<file path="src/rtl/dmem_arbiter_if.sv">
// Requester-side bundle for one data-memory master of dmem_arbiter.
// Latency: n/a (wires only); read data is returned one cycle after the accepting ack.
// Backpressure: a requester holds req/we/addr/wdata stable until it sees ack.
//
// Signals:
//   req    master -> arbiter   access request
//   we     master -> arbiter   1=write, 0=read
//   addr   master -> arbiter   byte address
//   wdata  master -> arbiter   write data
//   ack    arbiter -> master   access accepted this cycle
//   rvalid arbiter -> master   read data valid this cycle
//   rdata  arbiter -> master   read data, qualified by rvalid
interface dmem_arbiter_if;
   logic        req;
   logic        we;
   logic [31:0] addr;
   logic [31:0] wdata;
   logic        ack;
   logic        rvalid;
   logic [31:0] rdata;

   modport master (output req, we, addr, wdata, input ack, rvalid, rdata);
   modport slave  (input req, we, addr, wdata, output ack, rvalid, rdata);
endinterface

</file>
<file path="src/rtl/dmem_arbiter.sv">
// Two-master arbiter in front of the single synchronous data SRAM port (cpu32 mem stage + DMA/debug).
// Latency: grant/ack and SRAM drive are combinational; read data returns exactly one cycle after the ack.
// Backpressure: a losing master simply sees no ack and must hold its request; one access per cycle, no switch bubble.
//
// Ports:
//   clk, reset            clock and synchronous active-high reset
//   m0, m1                requester bundles (req/we/addr/wdata in, ack/rvalid/rdata out)
//   d_addr, d_data_w      SRAM address and write data from the granted master (0 when idle)
//   d_data_we             SRAM write enable, one cycle per granted write
//   d_data_r              SRAM read data, valid the cycle after the address
module dmem_arbiter #(
   parameter int unsigned MAX_BURST   = 4,
   parameter bit          M0_PRIORITY = 1'b0
) (
   input  logic          clk,
   input  logic          reset,
   dmem_arbiter_if.slave m0,
   dmem_arbiter_if.slave m1,
   output logic [31:0]   d_addr,
   output logic [31:0]   d_data_w,
   output logic          d_data_we,
   input  logic [31:0]   d_data_r
);

   localparam logic [3:0] MAX_BURST_W = 4'(MAX_BURST);
   localparam logic [3:0] CNT_MAX     = 4'd15;

   logic       last;
   logic [3:0] cnt;
   logic       rd_pend;
   logic       rd_own;
   // High for the first cycle after reset is released; grants are held off
   // for that one cycle so nothing reaches the SRAM before state has settled.
   logic       rst_hold;

   logic        gnt_vld;
   logic        gnt_id;
   logic        gnt_we;
   logic [31:0] gnt_addr;
   logic [31:0] gnt_wdata;

   always_comb begin
      gnt_vld = 1'b0;
      gnt_id  = 1'b0;
      if (!reset && !rst_hold) begin
         if (m0.req && m1.req) begin
            gnt_vld = 1'b1;
            if (M0_PRIORITY) begin
               gnt_id = 1'b0;
            end else if (cnt < MAX_BURST_W) begin
               // current owner still has burst budget left
               gnt_id = last;
            end else begin
               gnt_id = ~last;
            end
         end else if (m0.req) begin
            gnt_vld = 1'b1;
            gnt_id  = 1'b0;
         end else if (m1.req) begin
            gnt_vld = 1'b1;
            gnt_id  = 1'b1;
         end
      end
   end

   always_comb begin
      gnt_we    = 1'b0;
      gnt_addr  = 32'h0;
      gnt_wdata = 32'h0;
      if (gnt_vld) begin
         if (gnt_id) begin
            gnt_we    = m1.we;
            gnt_addr  = m1.addr;
            gnt_wdata = m1.wdata;
         end else begin
            gnt_we    = m0.we;
            gnt_addr  = m0.addr;
            gnt_wdata = m0.wdata;
         end
      end
   end

   assign m0.ack    = gnt_vld & ~gnt_id;
   assign m1.ack    = gnt_vld &  gnt_id;

   assign d_addr    = gnt_addr;
   assign d_data_w  = gnt_wdata;
   assign d_data_we = gnt_we;

   // rd_pend is still set during the first reset cycle if a read was accepted
   // just before it; masking with reset kills that orphaned return.
   assign m0.rvalid = rd_pend & ~rd_own & ~reset;
   assign m1.rvalid = rd_pend &  rd_own & ~reset;
   assign m0.rdata  = d_data_r;
   assign m1.rdata  = d_data_r;

   always_ff @(posedge clk) begin
      if (reset) begin
         last     <= 1'b0;
         cnt      <= 4'd0;
         rd_pend  <= 1'b0;
         rd_own   <= 1'b0;
         rst_hold <= 1'b1;
      end else begin
         rst_hold <= 1'b0;
         rd_pend  <= gnt_vld & ~gnt_we;
         if (gnt_vld && !gnt_we) begin
            rd_own <= gnt_id;
         end
         if (gnt_vld) begin
            if (gnt_id == last) begin
               cnt <= (cnt == CNT_MAX) ? cnt : cnt + 4'd1;
            end else begin
               last <= gnt_id;
               cnt  <= 4'd1;
            end
         end else begin
            // an idle cycle ends the burst; the next tie goes back to last
            cnt <= 4'd0;
         end
      end
   end

endmodule
</file>
<file path="src/flat_wrapper.sv">
// flat-port wrapper written by rule: the top's interface ports become plain ports
module dmem_arbiter_flat 
#(
   parameter int unsigned MAX_BURST   = 4,
   parameter bit          M0_PRIORITY = 1'b0
)
  (clk, reset, d_addr, d_data_w, d_data_we, d_data_r, m0_req, m0_we, m0_addr, m0_wdata, m0_ack, m0_rvalid, m0_rdata, m1_req, m1_we, m1_addr, m1_wdata, m1_ack, m1_rvalid, m1_rdata);
  dmem_arbiter_if m0_i ();
  dmem_arbiter_if m1_i ();
  input  logic clk;
  input  logic reset;
  output logic [31:0] d_addr;
  output logic [31:0] d_data_w;
  output logic d_data_we;
  input  logic [31:0] d_data_r;
  input wire logic [$bits(m0_i.req)-1:0] m0_req;
  input wire logic [$bits(m0_i.we)-1:0] m0_we;
  input wire logic [$bits(m0_i.addr)-1:0] m0_addr;
  input wire logic [$bits(m0_i.wdata)-1:0] m0_wdata;
  output wire logic [$bits(m0_i.ack)-1:0] m0_ack;
  output wire logic [$bits(m0_i.rvalid)-1:0] m0_rvalid;
  output wire logic [$bits(m0_i.rdata)-1:0] m0_rdata;
  input wire logic [$bits(m1_i.req)-1:0] m1_req;
  input wire logic [$bits(m1_i.we)-1:0] m1_we;
  input wire logic [$bits(m1_i.addr)-1:0] m1_addr;
  input wire logic [$bits(m1_i.wdata)-1:0] m1_wdata;
  output wire logic [$bits(m1_i.ack)-1:0] m1_ack;
  output wire logic [$bits(m1_i.rvalid)-1:0] m1_rvalid;
  output wire logic [$bits(m1_i.rdata)-1:0] m1_rdata;
  assign m0_i.req = m0_req;
  assign m0_i.we = m0_we;
  assign m0_i.addr = m0_addr;
  assign m0_i.wdata = m0_wdata;
  assign m0_ack = m0_i.ack;
  assign m0_rvalid = m0_i.rvalid;
  assign m0_rdata = m0_i.rdata;
  assign m1_i.req = m1_req;
  assign m1_i.we = m1_we;
  assign m1_i.addr = m1_addr;
  assign m1_i.wdata = m1_wdata;
  assign m1_ack = m1_i.ack;
  assign m1_rvalid = m1_i.rvalid;
  assign m1_rdata = m1_i.rdata;
  dmem_arbiter #(.MAX_BURST(MAX_BURST), .M0_PRIORITY(M0_PRIORITY)) u_core (.clk(clk), .reset(reset), .m0(m0_i), .m1(m1_i), .d_addr(d_addr), .d_data_w(d_data_w), .d_data_we(d_data_we), .d_data_r(d_data_r));
endmodule
</file>
<file path="config.mk">
export PLATFORM = sky130hd
export DESIGN_NAME = dmem_arbiter_flat
export DESIGN_NICKNAME = d
export VERILOG_FILES = /design/src/rtl/dmem_arbiter_if.sv /design/src/rtl/dmem_arbiter.sv /design/src/flat_wrapper.sv
export SDC_FILE = /design/constraint.sdc
export NUM_CORES = 1
export LEC_CHECK = 0
export ABC_AREA = 1
export BUFFER_PORTS_ARGS = -buffer_cell sky130_fd_sc_hd__buf_2
export CAP_MARGIN = 10
export CORE_AREA = 3 3 115 117
export DETAILED_ROUTE_END_ITERATION = 12
export DIE_AREA = 0 0 118 120
export GPL_ROUTABILITY_DRIVEN = 0
export HOLD_SLACK_MARGIN = 0.06
export PLACE_DENSITY = 0.47
export SLEW_MARGIN = 20
export SYNTH_ARGS = -nofsm -noshare
export SYNTH_HDL_FRONTEND = slang
export SYNTH_SLANG_ARGS = --single-unit
</file>
<file path="constraint.sdc">
create_clock -name clk -period 1.5 [get_ports clk]
set_input_delay 0 -clock clk [delete_from_list [all_inputs] [get_ports clk]]
set_output_delay 0 -clock clk [all_outputs]
set_load 0.1 [all_outputs]
</file>
* Word-level counts from Yosys, hierarchy flattened *
Index checks and enable logic that the tools add are counted.

storage, ports and cells
  register bits after elaboration = 8
  input bits = 166
  output and inout port bits = 133

cells by class
  add/subtract/negate cells = 1
  magnitude comparators = 1
  equal/unequal tests = 3
  multiplexer cells = 17
  bitwise operators = 14
  reductions and logical operators = 9

operator list
  cell                 number
  $mux 32              4
  $mux 1               13
  $and 1x1->1          7
  $not 1->1            7
  $add 4x1->4 const B  1
  $eq 4x4->1 const B   1
  $lt 4x3->1 const B   1
  $logic_and 1x1->1    3
  $logic_not 1->1      3
  $reduce_or 3->1      1
  $ne 2x2->1 const B   1
  $reduce_and 2->1     1
  $reduce_or 2->1      1
  $eq 1x1->1           1

* Logic depth before layout (Yosys ltp) *
Gate-level depths: netlist of the first run.

  depth in word-level cells = 8
  gate-level depth with buffers = 10

* Worst setup path before layout of the first run *
No wires, ideal clock.

  kind = reg2out
  start point = register u_core.cnt[2]
  end point = output d_data_we
  data arrival time = 2.951 ns
  required time = 1.500 ns
  setup slack = -1.451 ns
  stages on the path, launching flop included = 6
  buffers on the path = 0
  cell sequence = dfxtp_1 o21ai_0 nand3_1 nand2_2 nand2_1 a21boi_0

on the way
  cells in the longest elaborated chain, start to end = 6

RTL lines
  item                    line                 source
  start, declared         dmem_arbiter.sv:29   logic [3:0] cnt;
  start signal, assigned  dmem_arbiter.sv:112  cnt <= (cnt == CNT_MAX) ? cnt : cnt + 4'd1;
  $lt 4x3->1              dmem_arbiter.sv:50   end else if (cnt < MAX_BURST_W) begin
  $mux 1                  dmem_arbiter.sv:50
  $mux 1                  dmem_arbiter.sv:46   if (m0.req && m1.req) begin
  $mux 1                  dmem_arbiter.sv:45   if (!reset && !rst_hold) begin
  $mux 1                  dmem_arbiter.sv:71   if (gnt_id) begin
  $mux 1                  dmem_arbiter.sv:70   if (gnt_vld) begin
  end, declared           flat_wrapper.sv:14   output logic d_data_we;

Every way passes these cells.

* Worst setup path after layout of the first run *
  start point = register u_core.cnt[3]
  end point = output d_addr[31]

on the way
  cells in the longest elaborated chain, start to end = 6

RTL lines
  item           line                source
  $lt 4x3->1     dmem_arbiter.sv:50
  $mux 1         dmem_arbiter.sv:50
  $mux 1         dmem_arbiter.sv:46
  $mux 1         dmem_arbiter.sv:45
  $mux 32        dmem_arbiter.sv:71
  $mux 32        dmem_arbiter.sv:70
  end, declared  flat_wrapper.sv:12  output logic [31:0] d_addr;

Every way passes these cells.

==> results of run 1 <==
[per-layer routing]
layer  vias up  global-route usage, %  part of all wire, %
met5         -                      0                    0
met4         0                   2.42                 0.90
met3         7                   2.59                  8.0
met2       158                   21.3                   54
met1      1052                   13.2                   37
li1       1062                      -                    -
[worst max-delay path: cells and delay by family (launching register included)]
kind / cells / cell delay [ns]
buffers and inverters: 4 / 0.55
AO/OA/AOI/OAI: 2 / 0.43
AND/OR/NAND/NOR: 2 / 0.27
flip-flops: 1 / 0.32
[sequential cells by signal, summed over array words and instances, names as in the netlist]
signal / count
u_core.cnt: 4
u_core.rd_pend: 1
u_core.last: 1
u_core.rst_hold: 1
u_core.rd_own: 1
[cell families (layout without fill, tap and decap cells)]
kind of cell,Yosys count,in the layout,share of synthesized area (%)
other,0,1,0
AO/OA/AOI/OAI,71,71,38.1
flip-flops,8,8,10.2
AND/OR/NAND/NOR,32,32,9.80
adder cells (fa/ha/maj),1,1,0.797
XOR/XNOR,2,2,1.12
buffers and inverters,86,282,40.0
[synth_stat cells]
master,n
dfxtp_1,8
inv_2,2
a22o_1,64
nand2_2,1
nor3b_1,1
inv_1,6
nand4_1,1
buf_6,6
o21ai_0,3
nor2_4,1
ha_1,1
or2_4,1
nand2_1,11
nand3_1,6
buf_4,68
xor2_1,2
or2_2,1
nor2_1,8
a21boi_0,1
nor2_2,1
buf_2,4
a21oi_1,3
[worst paths after layout]
kind | from | end | slack [ns]
worst max-delay path | u_core.cnt[3] | d_addr[31] | -0.31
worst max register to register | u_core.rst_hold | u_core.rd_own | -0.08
worst min register to register | u_core.cnt[1] | u_core.cnt[1] | 0.51
worst min-delay path | m0_we | u_core.rd_pend | 0.1
[cell type report]
cell class / count / area (sq um) / share of cell area [%]
clock buffer: 3 / 75.1 / 1.49
timing repair buffer: 271 / 3170 / 63.2
antenna: 1 / 2.50 / 0.0498
sequential: 8 / 166 / 3.31
inverter: 8 / 55.1 / 1.10
multi-input combinational: 106 / 1340 / 26.6
tap: 172 / 215 / 4.28
[power by group]
group | switching, uW | total (uW) | internal, uW
Clock | 113 | 458 | 345
Combinational | 1730 | 2640 | 912
Sequential | 4.88 | 224 | 219
[through the flow]
stage	setup TNS [ns]	hold WS (ns)
final	-19.37	0.0974
after global placement	-0.208	0.000995
after CTS	-16.95	0.0961
after detailed placement	-2.64	0.000995
after floorplan	-0.744	0.0277
after global routing	-23.62	0.128
[repair_timing]
action / 4_1_cts / 5_1_grt
pin swaps: 6 / 8
buffers inserted: 6 / 11
gates resized for setup: 25 / 23
hold endpoints to repair: 66 / 0
setup endpoints to repair: 67 / 72
hold buffers: 34 / 0
gates cloned: 5 / 2
==> results.md, run 1 <==
* Vias per cell at 4.01
* Min-delay worst type: in2reg
* Place WS at -0.0731 ns
* Min cycle time layout at 1.81 ns
* Layout cell share with drive strength beyond 1 at 91.4%
* Layout area overhead at 220%
* Number of I/O port buffers at 202
* Initial antenna violation count at 1
* Fmax at 0.552 GHz
* Drt wl/cell at ~16 microns
* Synth top area cells: a22o_1 (36%), buf_4 (33%), dfxtp_1 (10%)
* Max_cap viols at 0
* Final Hold Vio Count at 0
* Hold Path Depth at 4
* Num Clock Sinks at 8
* First-pass GRT wire length at between 10000 and 15000 microns
* Final WL at 9270 microns
* FP Rows at between 40 and 50
* PD cells at 662 nW/um^2
* CTS root buffer: clkbuf_16
* Die Footprint at between 10000 and 15000 sq um
* Placed Area at 3820 sq um
* Core Box Area at about 12000 sq um
* Worst-Skew Late Latency at between 0.2 and 0.25 ns
* WP data required at 1.50 ns
* Warnings from Yosys at 0
* Seq cells post-synth at 8
* Rel. slew slack at 68.0%
* Fin area at around 5000 sq um
* Fin cells at 569
* Most frequent cells in the layout: buf_2 (135), buf_12 (102), a22o_4 (52), buf_4 (15), a22o_2 (12)
* Max IR drop VDD at 0.000594 V
* Grt total ovfl at 0
* Vias in the first global route at 2378
* Fin worst setup slack at -0.313 ns
* Post-synth top area share at 35.7%
* DRC viols at 0
* Chip height at between 100 and 150 microns
* Failing checks: negative setup slack
* Setup crit end kind: output port
* CTS tree: yes
* Mapped Nets at 367
* Sequential area share after synthesis at 10.2%
* Placed insts at 510
* Ports at approximately 300
* Via count at 2279
* Netlist cell types at 22
* Status: complete, but fails checks
* Worst-Margin Slew at 0.484 ns
* Commonest non-fill, non-tap cell in the layout: buf_2
* CTS H-tree depth at 1
* CP max FO at 18
* CP max stage delay at roughly 0.32 ns
* CTS buffer count at 3
* Post-Syn Area per Cell at 7.85 sq um
* Power Total at 3320 uW
* Post-Synthesis Cells at 200
* Startpoint types: flop
* Crit path top cell by count: buf_12
* Setup repair after global routing missed its margin: true
* Max Slew Vio Count at 0
* Post-Synthesis Cell Area at around 1600 sq um
* P_leak at between 0.002 and 0.0025 uW
* R2R depth at 8
* Post-route ant nets at 0
* WP data arrival at 1.81 ns
* Clk slew on worst S/H paths at approximately 0.040 ns
* Setup Crit Path Kind: reg2out
* Largest net degree at the start of global routing at 35
* DR iter-0 viols at 66
* Final #Nets at roughly 570
* Total Routing Usage GR at a little under an eighth
* Final HPWL DP at 6530 microns
* Final core occ at 40.3%
* Area leader, netlist: a22o_1
* DR pass1 iterations at 4
* CP cell instances: o21ai_2, nand3_2, nand2_4, clkinv_8, buf_4, buf_12, a22o_2, buf_12
* Initial core utilization at ~13%
* Final Setup Violations at 70
* CTS max path bufs at 2
* Die Span X at 118 microns
* Fillers at approximately 1200
* Final period util at 121%
* Clk_skew at 0.00112 ns
* Crit-path slowest cell: dfxtp_2
No activity file was read; power rests on OpenSTA's default activity.
==> run 2, diff against run 1 <==
Settings changed: BUFFER_PORTS_ARGS -buffer_cell sky130_fd_sc_hd__buf_2 to -buffer_cell sky130_fd_sc_hd__buf_4, CORE_AREA 3 3 115 117 to 2 2 118 120, DIE_AREA 0 0 118 120 to 0 0 120 122, PLACE_DENSITY 0.47 to 0.44.
==> run 2 against run 1 <==
Compared with the run above:
- the flow still finishes with violations (negative setup slack)
- maximum frequency increased by 3.6%
- combinational power up 3%
- via count is 2.9% lower
- largest power group unchanged
- sequential share of layout area fell by 0.17 points
- largest cell class unchanged
- clock skew about the same
==> results.md, run 2 (synthesized netlist as in run 1, its figures left out) <==
* Status: complete, but fails checks
* Failing checks: negative setup slack
* Die Span X at 120 microns
* Final HPWL DP at 6030 microns
* Post-route ant nets at 0
* DRC viols at 0
* Vias per cell at roughly 4
* Max Slew Vio Count at 0
* P_leak at 0.00250 uW
* CP max stage delay at 0.32 ns
* Ports at 299
* Initial antenna violation count at 0
* Clk_skew at a little over 0.0009 ns
* Fin area at 5220 sq um
* CTS tree: yes
* Crit-path slowest cell: dfxtp_2
* Pint at 1540 uW
* Die Footprint at 14600 sq um
* Place WS at -0.0754 ns
* Grt total ovfl at 0
* CP max FO at 12
* CP cell instances: o21ai_2, nand3_2, nand2_4, clkinv_8, buf_16, a22o_2, buf_8
* WP data arrival at roughly 1.8 ns
* Final core occ at 38.7%
* Min-delay worst type: in2reg
* CP top delay family: buffers and inverters
* Most flops, register: u_core.cnt
* R2R Path Start: u_core.cnt[2]
* R2R Path End: u_core.cnt[2]
* CTS root buffer: clkbuf_16
* Final #Nets at 554
* Via count at 2214
* Max FFs per register at 4
* Startpoint types: flop
* FP Rows at 43
* Final Hold Vio Count at 0
* PD cells at between 600 and 700 nW/um^2
* Final WL at 9580 microns
* Reg power frac at under 10%
* Hold Path Depth at 4
* Initial core utilization at 11.6%
* CTS max path bufs at 2
* Comb pwr share at 80.1%
* Largest net degree at the start of global routing at 25
* Fin cells at approximately 570
* Switching share of total power at 54.4%
* Drt wl/cell at 17.0 microns
* Worst-Margin Slew at 0.278 ns
* DR pass1 iterations at 4
* Fin worst setup slack at -0.250 ns
* Number of I/O port buffers at 202
* Commonest non-fill, non-tap cell in the layout: buf_4
* Most frequent cells in the layout: buf_4 (144), buf_12 (92), a22o_4 (54), a22o_2 (10), buf_8 (10)
* Worst-Skew Late Latency at around 0.23 ns
* Clk slew on worst S/H paths at 0.04 ns
* Clk network pwr share at 13.2%
* WP data required at 1.50 ns
* Setup slack, reg-to-reg at -0.02 ns
* Final Setup Violations at 68
* Setup Crit Path Kind: reg2out
* Hold Crit Endpoint: u_core.rd_pend
* Worst hold path startpoint: m0_we
* Worst path bufs/invs at 3
* # diodes at 0
* Rel. slew slack at between 80% and 90%
* Vias in the first global route at 2410
* Hold_ws at 0.121 ns
* CTS buffer count at 3
* Max IR drop VDD at ~0.00067 V
* Total Routing Usage GR at 12.1%
* Layout area overhead at 232%
* CTS H-tree depth at 1
* Placed Area at 3320 sq um
* Net switching power at 1840 uW
* First-pass GRT wire length at between 10000 and 15000 microns
* Max_cap viols at 0
* R2R depth at 10
* Num Clock Sinks at 8
* DR iter-0 viols at 51
* Layout cell share with drive strength beyond 1 at 89.6%
* Setup crit end kind: output port
* Core Box Area at 13500 sq um
* Setup repair after global routing missed its margin: true
* Final period util at 117%
* Chip height at 122 microns
* Min cycle time layout at between 1.5 and 2 ns
* Fmax at roughly 0.57 GHz
* Placed insts at roughly 520
[run 2: changes by cell type in the layout (fill, tap and decap cells not counted), moves of 2 or more]
cell	previous run	this run
buf_2	135	0
nand2_4	4	2
a22o_2	12	10
buf_16	7	9
a22o_4	52	54
nand2_1	5	7
buf_4	15	144
buf_12	102	92
buf_8	1	10
buf_6	8	2
[run 2: layout make-up]
class	count	area, sq um
tap	180	225
multi-input combinational	106	1320
sequential	8	164
clock buffer	3	75.1
timing repair buffer	260	3390
inverter	8	50.0
fill	1257	8280
[run 2: power by group through the flow]
| stage | clock network [uW] | registers, uW | logic, uW |
|---|---|---|---|
| after global routing | 470 | 225 | 2780 |
| after global placement | 0 | 228 | 1450 |
| after CTS | 462 | 225 | 2670 |
| final | 446 | 225 | 2710 |
| after detailed placement | 0 | 228 | 1450 |
| after floorplan | 0 | 227 | 1770 |
[run 2: how the worst max path moves through the flow]
stage	endpoint	slack, ns	from	depth (start not counted)
after floorplan	d_data_we	-0.20	u_core.cnt[2]	5
after detailed placement	d_addr[30]	-0.08	u_core.rst_hold	7
after CTS	d_addr[4]	-0.22	u_core.rst_hold	7
after global placement	d_addr[30]	-0.06	u_core.rst_hold	7
final	d_addr[11]	-0.25	u_core.cnt[2]	7
after global routing	d_addr[11]	-0.31	u_core.cnt[2]	7
[run 2: through the flow]
stage | TNS [ns] | power (uW)
finish | -14.53 | 3380
global route | -18.51 | 3470
CTS | -13.52 | 3360
detailed placement | -3.65 | 1680
global placement | -1.78 | 1680
floorplan | -0.744 | 2000
[run 2: per-layer routing]
layer / track usage [%] / vias up / wire (microns)
met2: 22.4 / 139 / 5140
met1: 14.5 / 1026 / 3520
li1: - / 1040 / -
met4: 2.50 / 0 / 123
met5: 0 / - / 0
met3: 2.25 / 9 / 799
[run 2: worst min-delay path: stages]
cell	delay [ns]
buf_4	0.08
nand2_1	0.08
nand3_1	0.11
inv_1	0.04
[run 2: timing repair]
item	4_1_cts	5_1_grt
setup endpoints to repair	67	70
hold endpoints to repair	66	0
gates cloned	7	1
hold buffers	34	0
pin swaps	3	17
setup buffers	3	2
resized for setup	207	19
